## src/rtl/type3_window.sv

```systemverilog
// Sliding-window builder feeding type3: turns a serial pixel stream into
// IMG_NB-wide, row-aligned windows with a configurable horizontal stride.
module type3_window #(
  parameter int unsigned IMG_WIDTH = 16,
  parameter int unsigned IMG_NB    = 3,
  parameter int unsigned ROW_LEN   = 8,
  parameter int unsigned STRIDE    = 1
) (
  input  logic                          clk,
  input  logic                          rst,
  input  logic [IMG_WIDTH-1:0]          pix,
  input  logic                          pix_val,
  output logic [IMG_WIDTH*IMG_NB-1:0]   img,
  output logic                          val,
  output logic                          row_last
);

  localparam int unsigned COL_W    = (ROW_LEN > 1) ? $clog2(ROW_LEN) : 1;
  localparam int unsigned PH_W     = (STRIDE > 1) ? $clog2(STRIDE) : 1;
  localparam int unsigned HIST_N   = IMG_NB - 1;
  localparam int unsigned WIN_W    = IMG_WIDTH * IMG_NB;
  localparam int unsigned FIRST_COL = IMG_NB - 1;
  localparam int unsigned LAST_COL = FIRST_COL + ((ROW_LEN - IMG_NB) / STRIDE) * STRIDE;

  typedef enum logic {
    FILL = 1'b0,
    EMIT = 1'b1
  } stage_e;

  // Pixel history (index 0 = oldest), column and stride phase counters
  logic [IMG_WIDTH-1:0] hist_q [HIST_N];
  logic [IMG_WIDTH-1:0] hist_d [HIST_N];
  logic [COL_W-1:0]     col_q, col_d;
  logic [PH_W-1:0]      phase_q, phase_d;

  logic [WIN_W-1:0]     img_q, img_d;
  logic                 val_q, val_d;
  logic                 row_last_q, row_last_d;

  stage_e               stage_c;
  logic [PH_W-1:0]      phase_cur_c;
  logic                 emit_c;
  logic [WIN_W-1:0]     win_c;

  // FILL until the window can first be full within this row
  always_comb begin
    stage_c = (col_q >= COL_W'(FIRST_COL)) ? EMIT : FILL;
  end

  // Phase restarts at the first full window so stride counts from there
  always_comb begin
    phase_cur_c = phase_q;
    emit_c      = 1'b0;
    unique case (stage_c)
      FILL: begin
        phase_cur_c = '0;
        emit_c      = 1'b0;
      end
      EMIT: begin
        if (col_q == COL_W'(FIRST_COL)) begin
          phase_cur_c = '0;
        end
        emit_c = (phase_cur_c == '0);
      end
      default: begin
        phase_cur_c = '0;
        emit_c      = 1'b0;
      end
    endcase
  end

  // Candidate window: history followed by the incoming pixel as newest slice
  always_comb begin
    win_c = '0;
    for (int k = 0; k < int'(HIST_N); k++) begin
      win_c[k*IMG_WIDTH +: IMG_WIDTH] = hist_q[k];
    end
    win_c[HIST_N*IMG_WIDTH +: IMG_WIDTH] = pix;
  end

  // Next-state for counters, history and registered outputs
  always_comb begin
    for (int k = 0; k < int'(HIST_N); k++) begin
      hist_d[k] = hist_q[k];
    end
    col_d      = col_q;
    phase_d    = phase_q;
    img_d      = img_q;
    val_d      = 1'b0;
    row_last_d = 1'b0;

    if (pix_val) begin
      for (int k = 0; k + 1 < int'(HIST_N); k++) begin
        hist_d[k] = hist_q[k+1];
      end
      hist_d[HIST_N-1] = pix;

      col_d = (col_q == COL_W'(ROW_LEN - 1)) ? '0 : col_q + COL_W'(1);

      if (stage_c == EMIT) begin
        phase_d = (phase_cur_c == PH_W'(STRIDE - 1)) ? '0 : phase_cur_c + PH_W'(1);
      end else begin
        phase_d = '0;
      end

      if (emit_c) begin
        img_d      = win_c;
        val_d      = 1'b1;
        row_last_d = (col_q == COL_W'(LAST_COL));
      end
    end
  end

  // State registers; reset wins over an accepted pixel on the same edge
  always_ff @(posedge clk) begin
    if (!rst) begin
      for (int k = 0; k < int'(HIST_N); k++) begin
        hist_q[k] <= '0;
      end
      col_q      <= '0;
      phase_q    <= '0;
      img_q      <= '0;
      val_q      <= 1'b0;
      row_last_q <= 1'b0;
    end else begin
      for (int k = 0; k < int'(HIST_N); k++) begin
        hist_q[k] <= hist_d[k];
      end
      col_q      <= col_d;
      phase_q    <= phase_d;
      img_q      <= img_d;
      val_q      <= val_d;
      row_last_q <= row_last_d;
    end
  end

  assign img      = img_q;
  assign val      = val_q;
  assign row_last = row_last_q;

endmodule
```

## config.mk

```make
export PLATFORM = sky130hd
export DESIGN_NAME = type3_window
export DESIGN_NICKNAME = d
export VERILOG_FILES = /design/src/rtl/type3_window.sv
export SDC_FILE = /design/constraint.sdc
export NUM_CORES = 1
export LEC_CHECK = 0
export ABC_AREA = 1
export CAP_MARGIN = 20
export CORE_MARGIN = 8
export CORE_UTILIZATION = 45
export CTS_CLUSTER_SIZE = 40
export DETAILED_ROUTE_END_ITERATION = 6
export PLACE_DENSITY_LB_ADDON = 0.25
export SLEW_MARGIN = 20
export SYNTH_ARGS = -nofsm -noshare
export SYNTH_HDL_FRONTEND = slang
export SYNTH_SLANG_ARGS = --single-unit
```

## constraint.sdc

```tcl
create_clock -name clk -period 1 [get_ports clk]
set_input_delay 0.1 -clock clk [delete_from_list [all_inputs] [get_ports clk]]
set_output_delay 0.1 -clock clk [all_outputs]
set_load 0.1 [all_outputs]
```

; ---- Word-level counts from Yosys, hierarchy flattened
; Memory sizes are Yosys's and may differ from the RTL's.
; Cells that the tools add are included.
[totals]
regBits = 54
latch_bits = 0
mem_bits_rw = 32
rom_bits = 0
out_inout_bits = 50
elab_cells = 32
mem_count = 1
[classes]
n_addsub = 2
mul = 0
div = 0
order_cmp = 1
eq_ne = 2
shifts = 0
mux = 14
n_bitwise = 4
reduce_logical = 3
[mem_list]
columns = name, depth, word_bits, read_ports, rd_clocked_by_memory_dff, wr, line
row1 = hist_q, 2, 16, 2, 0, 2, 31  ; logic [IMG_WIDTH-1:0] hist_q [HIST_N];
[ops]
columns = op, n
row1 = 16-bit two-way mux, 2
row2 = 32-bit two-way mux, 1
row3 = 1-bit two-way mux, 8
row4 = 1-bit case mux with 2 select lines, 2
row5 = 2-bit AND reduction, 2
row6 = 3-bit by 1-bit adder with 3-bit output (second input constant), 1
row7 = 3-bit by 2-bit equality test with 1-bit output (second input constant), 1
row8 = 3-bit equality test (second input constant), 1
row9 = 3-bit by 2-bit >= comparator with 1-bit output (second input constant), 1
row10 = 3-bit two-way mux, 1
row11 = 3-bit AND reduction, 1
row12 = 1-bit NOT, 2
row13 = 1-bit OR, 2
row14 = 1-bit adder (second input constant), 1

; ---- Logic depth before layout (Yosys ltp)
; Gate-level depths: netlist (run 1).
[logic_depth]
depth_word = 7
depth_mapped = 7
ltp_nobuf = 5

; ---- Least setup slack after synthesis (run 1)
; OpenSTA, ideal clock, no wires.
[synth_path]
path_kind = register -> register
from = register, netlist name img[16]
to = register img_q[16], in the netlist img[16], read port of hist_q
setup_ps = 62
arrival_time_ps = 1154
t_required_ps = 938
slack_ps = -217
path_stages_with_launch = 3
path_buffers = 0
period_less_slack_ps = 1217
cell_sequence = dfxtp_1 > nand3_1 > nand2_1
[synth_rtl]
columns = element, line
row1 = end: declaration, 36  ; logic [WIN_W-1:0] img_q, img_d;

; ---- Worst setup path after layout (run 1)
[layout_path]
from = register col_q[1]
to = register col_q[2]
[layout_between]
elab_chain_cells = 2
word_cells_on_any_way = 3
[layout_lines]
columns = element, line
row1 = start: declaration, 33  ; logic [COL_W-1:0] col_q, col_d;
row2 = start signal: assignment, 129  ; col_q <= col_d;
row3 = 3-bit by 1-bit adder with 3-bit output or 3-bit equality test (tied branches), 98  ; col_d = (col_q == COL_W'(ROW_LEN - 1)) ? '0 : col_q + COL_W'(1);
row4 = 3-bit two-way mux (*), 98
; Mark *: on every way between the ends. The rest lies on a longest branch, timed or not.
; A chain may end at the register's enable or synchronous reset.

==> impl_metrics.ini, run 1 <==
[layout]
seqCellArea_mm2 = 0.00178
antennaDiodeCount = 0
area_growth_pct = 56.9
multiInputGateArea_mm2 = 0.00125
fin_util = 0.721
drive_gt1_frac = 0.343
final_cell_mix = nand3_1 (74), nand2_1 (66), buf_12 (57)
n_fill_cell = 476
fin_nets = 485
instances_no_fill = 549
final_common_cell = nand3_1

[power]
p_leak_uw = 0.00206
powerDensity_mw_per_mm2 = 1610
peakVddDrop_mv = 0.928
total_power_uw = 7860

[synthesis]
avgSynthCellArea_um2 = 7.91
synth.distinct_cells = 18
netlist_area_mm2 = 0.00311
yosys.area.top_type = dfxtp_1
synthTopCellsByArea = dfxtp_1 (55%), nand3_1 (13%), nand2_1 (8.0%)
synth-seq-cells = 85
syn_inst = 393
yosysWarningCount = 0
synth_fp_nets = 414
synth_top_area_frac = 0.548
yosysSeqAreaShare = 0.548

[place]
place_hpwl_um = 5620
placed_cells = 525
io_buffers = 68
gp_congestion = 0.789

[setup_path]
cp_max_fo = 4
crit_top_cell = ha_4
rr_worst_depth = 4
worstReg2RegEnd = col_q[2]
crit_chain = ha_4 > ha_4 > o21ai_2 > a21oi_1
r2r_start = col_q[1]
crit_path_end_kind = register
startpoint_type = register
crit_family = adder cells
cp_num_cells = 4
reg2reg_slack_ns = -0.03
crit_type = reg -> reg
cp_slowest_cell = dfxtp_4
cp_data_required_time_ns = 1.25
critical_path_buf_inv_count = 0
cp.arrival_ns = 1.28
slowest_delay_ns = 0.37

[clock_tree]
clockBufferDepth = 2
clkTransAtPathRegs_ns = 0.09
insertion_delay_ns = 0.35
cts.hold.buffers_added = 0
cts_tree = built
h-tree-depth = 3
clock_sinks = 85
ctsRootBufferMaster = clkbuf_8
cts_buffers = 9

[timing]
fmax_mhz = 970
worstMarginPinSlew_ns = 0.317
rsz0062_at_grt = yes
finClkSkew_ns = 0.0116
slew_headroom = 0.789
period_share = 1.03
fin_ws_ns = -0.0312
report.final.hold_viol_count = 0
finalSetupViolations = 23
drv_slew = 0
post-route-min-period_ns = 1.03

[worst_hold_path]
worstHoldStart = rst
hold_class = in -> reg
holdPathEnd = img[0]
holdPathStages = 4

[die]
dieArea_mm2 = 0.00982
die_h_um = 99.1
fp.dieW_um = 99.1
core_area_mm2 = 0.00676
io_pins = 69
rows = 30
start_util = 0.460

[routing]
drc = 0
wl_per_cell_um = 15.4
drt_iter0_markers = 164
drt_wl_total_um = 8450
first_pass_iters = 4
viasPerCell = 5.27
vias = 2893
ant_nets = 0

[global_routing]
grt_max_degree = 55
grt.total_usage = 0.166
grt_pass1_vias = 2856
grt_pass1_wl_um = 13400
antenna_found_initial = 0
grt-ovfl-total = 0

[outcome]
violations = negative setup slack
status = finished with violations

[run]
drv_cap = 0
## tightest hold or removal path, stage by stage
cell and delay [ns]:
buf_2 0.14, buf_12 0.19, nand2_1 0.08, nor2_1 0.03
## through the flow
step | hold slack (ns) | cell area, um2 | TNS (ns) | worst slack [ns]
CTS | 0.210 | 4720 | -0.796 | -0.0371
global placement | 0.441 | 4490 | -21.06 | -0.356
detailed placement | 0.448 | 4490 | -22.44 | -0.388
finish | 0.231 | 4870 | -0.279 | -0.0312
global route | 0.246 | 4870 | -3.35 | -0.0895
floorplan | 0.231 | 3180 | -0.00244 | -0.000122
## Yosys cell counts, drive strengths merged
cell type	number
o21a	1
nor2	52
buf	21
nor3	1
nand2	68
inv	21
o21ai	25
clkbuf	10
ha	2
a21oi	27
nand3	80
dfxtp	85
## sequential cells by signal, summed over array words and instances, names as in the netlist
name and count:
hist_q 32, img 48, col_q 3, val 1, row_last 1
## cell families (layout without fill, tap and decap cells)
group | Yosys count | count (layout) | share of synthesized area
adder cells (fa/ha/maj) | 2 | 2 | 0.00805
AND/OR/NAND/NOR | 201 | 201 | 0.279
AO/OA/AOI/OAI | 53 | 53 | 0.0862
flip-flops | 85 | 85 | 0.548
buffers and inverters | 52 | 128 | 0.0785
## repair_timing
item	in CTS	in global routing
endpoints found under the setup margin	82	104
pin swaps	3	8
buffers inserted	0	5
gates resized for setup	14	16
gates cloned	0	3
## how the worst max path moves through the flow
stage	from	to	slack [ns]
3_3_place_gp	pix_val	hist_q[0][10]	-0.36
6_report	col_q[1]	col_q[2]	-0.03
5_1_grt	col_q[1]	img[16]	-0.09
3_5_place_dp	pix_val	hist_q[0][10]	-0.39
4_1_cts	col_q[2]	img[21]	-0.04
2_1_floorplan	col_q[1]	img[16]	-0.0001
## final cells by class
cell class              instances  share of cell area
inverters                      21              0.0167
clock buffers                   9              0.0254
clock inverters                 7              0.0105
flip-flops and latches         85               0.365
multi-input cells             256               0.257
well taps                      80              0.0205
repair buffers                 91               0.304
## power by group
group	switching, uW	leakage (uW)	internal [uW]	total, uW
Combinational	1210	0.00125	725	1940
Clock	1260	0.0000856	910	2170
Sequential	162	0.000722	3590	3750
Total	2640	0.00206	5220	7860
## layer usage
| layer | GRT usage | share of wire | vias up |
|---|---|---|---|
| met2 | 0.270 | 0.49 | 93 |
| met5 | 0 | 0 | - |
| met1 | 0.193 | 0.42 | 1363 |
| li1 | - | - | 1419 |
| met4 | 0.0861 | 0.025 | 0 |
| met3 | 0.0517 | 0.065 | 18 |
Note: power is estimated with default switching activity, not from simulation.
==> run 2: changes to the inputs <==
--- a/config.mk
+++ b/config.mk
@@ -7,11 +7,12 @@
 export LEC_CHECK = 0
 export ABC_AREA = 1
 export CAP_MARGIN = 20
-export CORE_MARGIN = 8
 export CORE_UTILIZATION = 45
 export CTS_CLUSTER_SIZE = 40
 export DETAILED_ROUTE_END_ITERATION = 6
+export MAX_ROUTING_LAYER = met4
 export PLACE_DENSITY_LB_ADDON = 0.25
+export REMOVE_ABC_BUFFERS = 1
 export SLEW_MARGIN = 20
 export SYNTH_ARGS = -nofsm -noshare
 export SYNTH_HDL_FRONTEND = slang
==> impl_metrics.ini, run 2 (synthesized netlist as in run 1, its figures left out) <==
[outcome]
status = finished with violations
violations = negative setup slack

[clock_tree]
ctsRootBufferMaster = clkbuf_8
clkTransAtPathRegs_ns = 0.09
insertion_delay_ns = 0.35
cts_tree = built
clockBufferDepth = 2
cts_buffers = 9
h-tree-depth = 3
clock_sinks = 85

[routing]
viasPerCell = 5.25
wl_per_cell_um = 14.9
ant_nets = 0
first_pass_iters = 5
vias = 2940
drc = 0
drt-met1-wl_um = 3430
drt_wl_total_um = 8340
wl_met2_um = 4320
wl_met3_um = 419
drt_iter0_markers = 118
topRoutingLayerUsed = met4

[layout]
antennaDiodeCount = 0
drive_gt1_frac = 0.408
final_common_cell = nand2_1
area_growth_pct = 66.0
fin_nets = 499
fin_util = 0.794
n_fill_cell = 377
largest_register_ffs = 48
final_cell_mix = nand2_1 (66), buf_12 (55), nand3_1 (52)

[timing]
fmax_mhz = 921
period_share = 1.09
rsz0062_at_grt = yes
finClkSkew_ns = 0.00573
worstMarginPinSlew_ns = 0.368
slew_headroom = 0.755
report.final.hold_viol_count = 0
fin_ws_ns = -0.0857
drv_slew = 0
finalSetupViolations = 45
fin_setup_tns_ns = -1.36
post-route-min-period_ns = 1.09

[global_routing]
grt-ovfl-total = 0
grt_max_degree = 49
grt.total_usage = 0.214
antenna_found_initial = 0
grt_pass1_vias = 2581
grt_pass1_wl_um = 11900

[power]
seq_power_share = 0.448
switching_share = 0.317
powerDensity_mw_per_mm2 = 1610
p_leak_uw = 0.00217
p_int_uw = 5690
p_comb_frac = 0.241
clkPwrFrac = 0.311
switching_power_uw = 2640
peakVddDrop_mv = 1.35

[place]
io_buffers = 68
gp_congestion = 0.744
place_hpwl_um = 4670

[setup_path]
cp_max_fo = 8
crit_type = reg -> reg
cp.arrival_ns = 1.32
startpoint_type = register
crit_path_end_kind = register
cp_data_required_time_ns = 1.24

[run]
drv_cap = 0

[die]
die_h_um = 85.1
rows = 29
io_pins = 69
fp.dieW_um = 85.1
start_util = 0.478
dieArea_mm2 = 0.00724
core_area_mm2 = 0.00649

[worst_hold_path]
hold_class = in -> reg
-- run 2: power by group through the flow --
stage	combinational [uW]	clock (uW)	sequential [uW]
2_1_floorplan	343	0	4440
3_3_place_gp	1800	0	3790
3_5_place_dp	1830	0	3800
4_1_cts	1840	2610	3750
5_1_grt	2110	2780	3750
6_report	2010	2590	3730
-- run 2: per-layer routing --
metal	global-route usage	up-vias
met5	-	-
met4	0.0832	0
met3	0.0710	18
met2	0.347	100
met1	0.246	1378
li1	-	1444
-- run 2: layout make-up --
type,instances,area (um2),area share
inverter,21,81.3,0.0158
sequential,85,1810,0.350
clock inverter,4,55.1,0.0107
tap,77,96.3,0.0187
clock buffer,12,165,0.0320
multi-input combinational,256,1370,0.266
timing repair buffer,105,1580,0.307
-- run 2: worst paths after layout --
path / start / endpoint / slack (ns) / depth (start not counted)
setup / recovery: col_q[1] / img[35] / -0.09 / 6
setup reg to reg: col_q[1] / img[35] / -0.09 / 6
hold reg to reg: hist_q[0][11] / hist_q[0][11] / 0.45 / 2
hold / removal: rst / img[4] / 0.24 / 4
-- run 2: through the flow --
step | total power [uW] | hold WS (ns) | cells | setup WS (ns) | area, um2
4_1_cts | 8200 | 0.200 | 546 | -0.0389 | 4760
2_1_floorplan | 4780 | 0.221 | 362 | -0.218 | 2940
3_5_place_dp | 5620 | 0.445 | 529 | -0.374 | 4440
6_report | 8330 | 0.235 | 560 | -0.0857 | 5160
5_1_grt | 8640 | 0.254 | 560 | -0.138 | 5160
3_3_place_gp | 5590 | 0.439 | 529 | -0.350 | 4440
-- run 2: critical path, stage by stage, from the launching register on --
cell       delay, ns
dfxtp_4         0.39
inv_2           0.05
nand2_4         0.11
nand2_8         0.10
clkbuf_16       0.20
nand3_2         0.06
nand2_1         0.06
-- run 2: what timing repair did --
action | 4_1_cts | 5_1_grt
endpoints found under the hold margin | 0 | 0
gates cloned | 0 | 4
setup buffers | 1 | 10
pin swaps | 2 | 21
gates resized for setup | 60 | 57
endpoints found under the setup margin | 99 | 101
hold buffers | 0 | 0
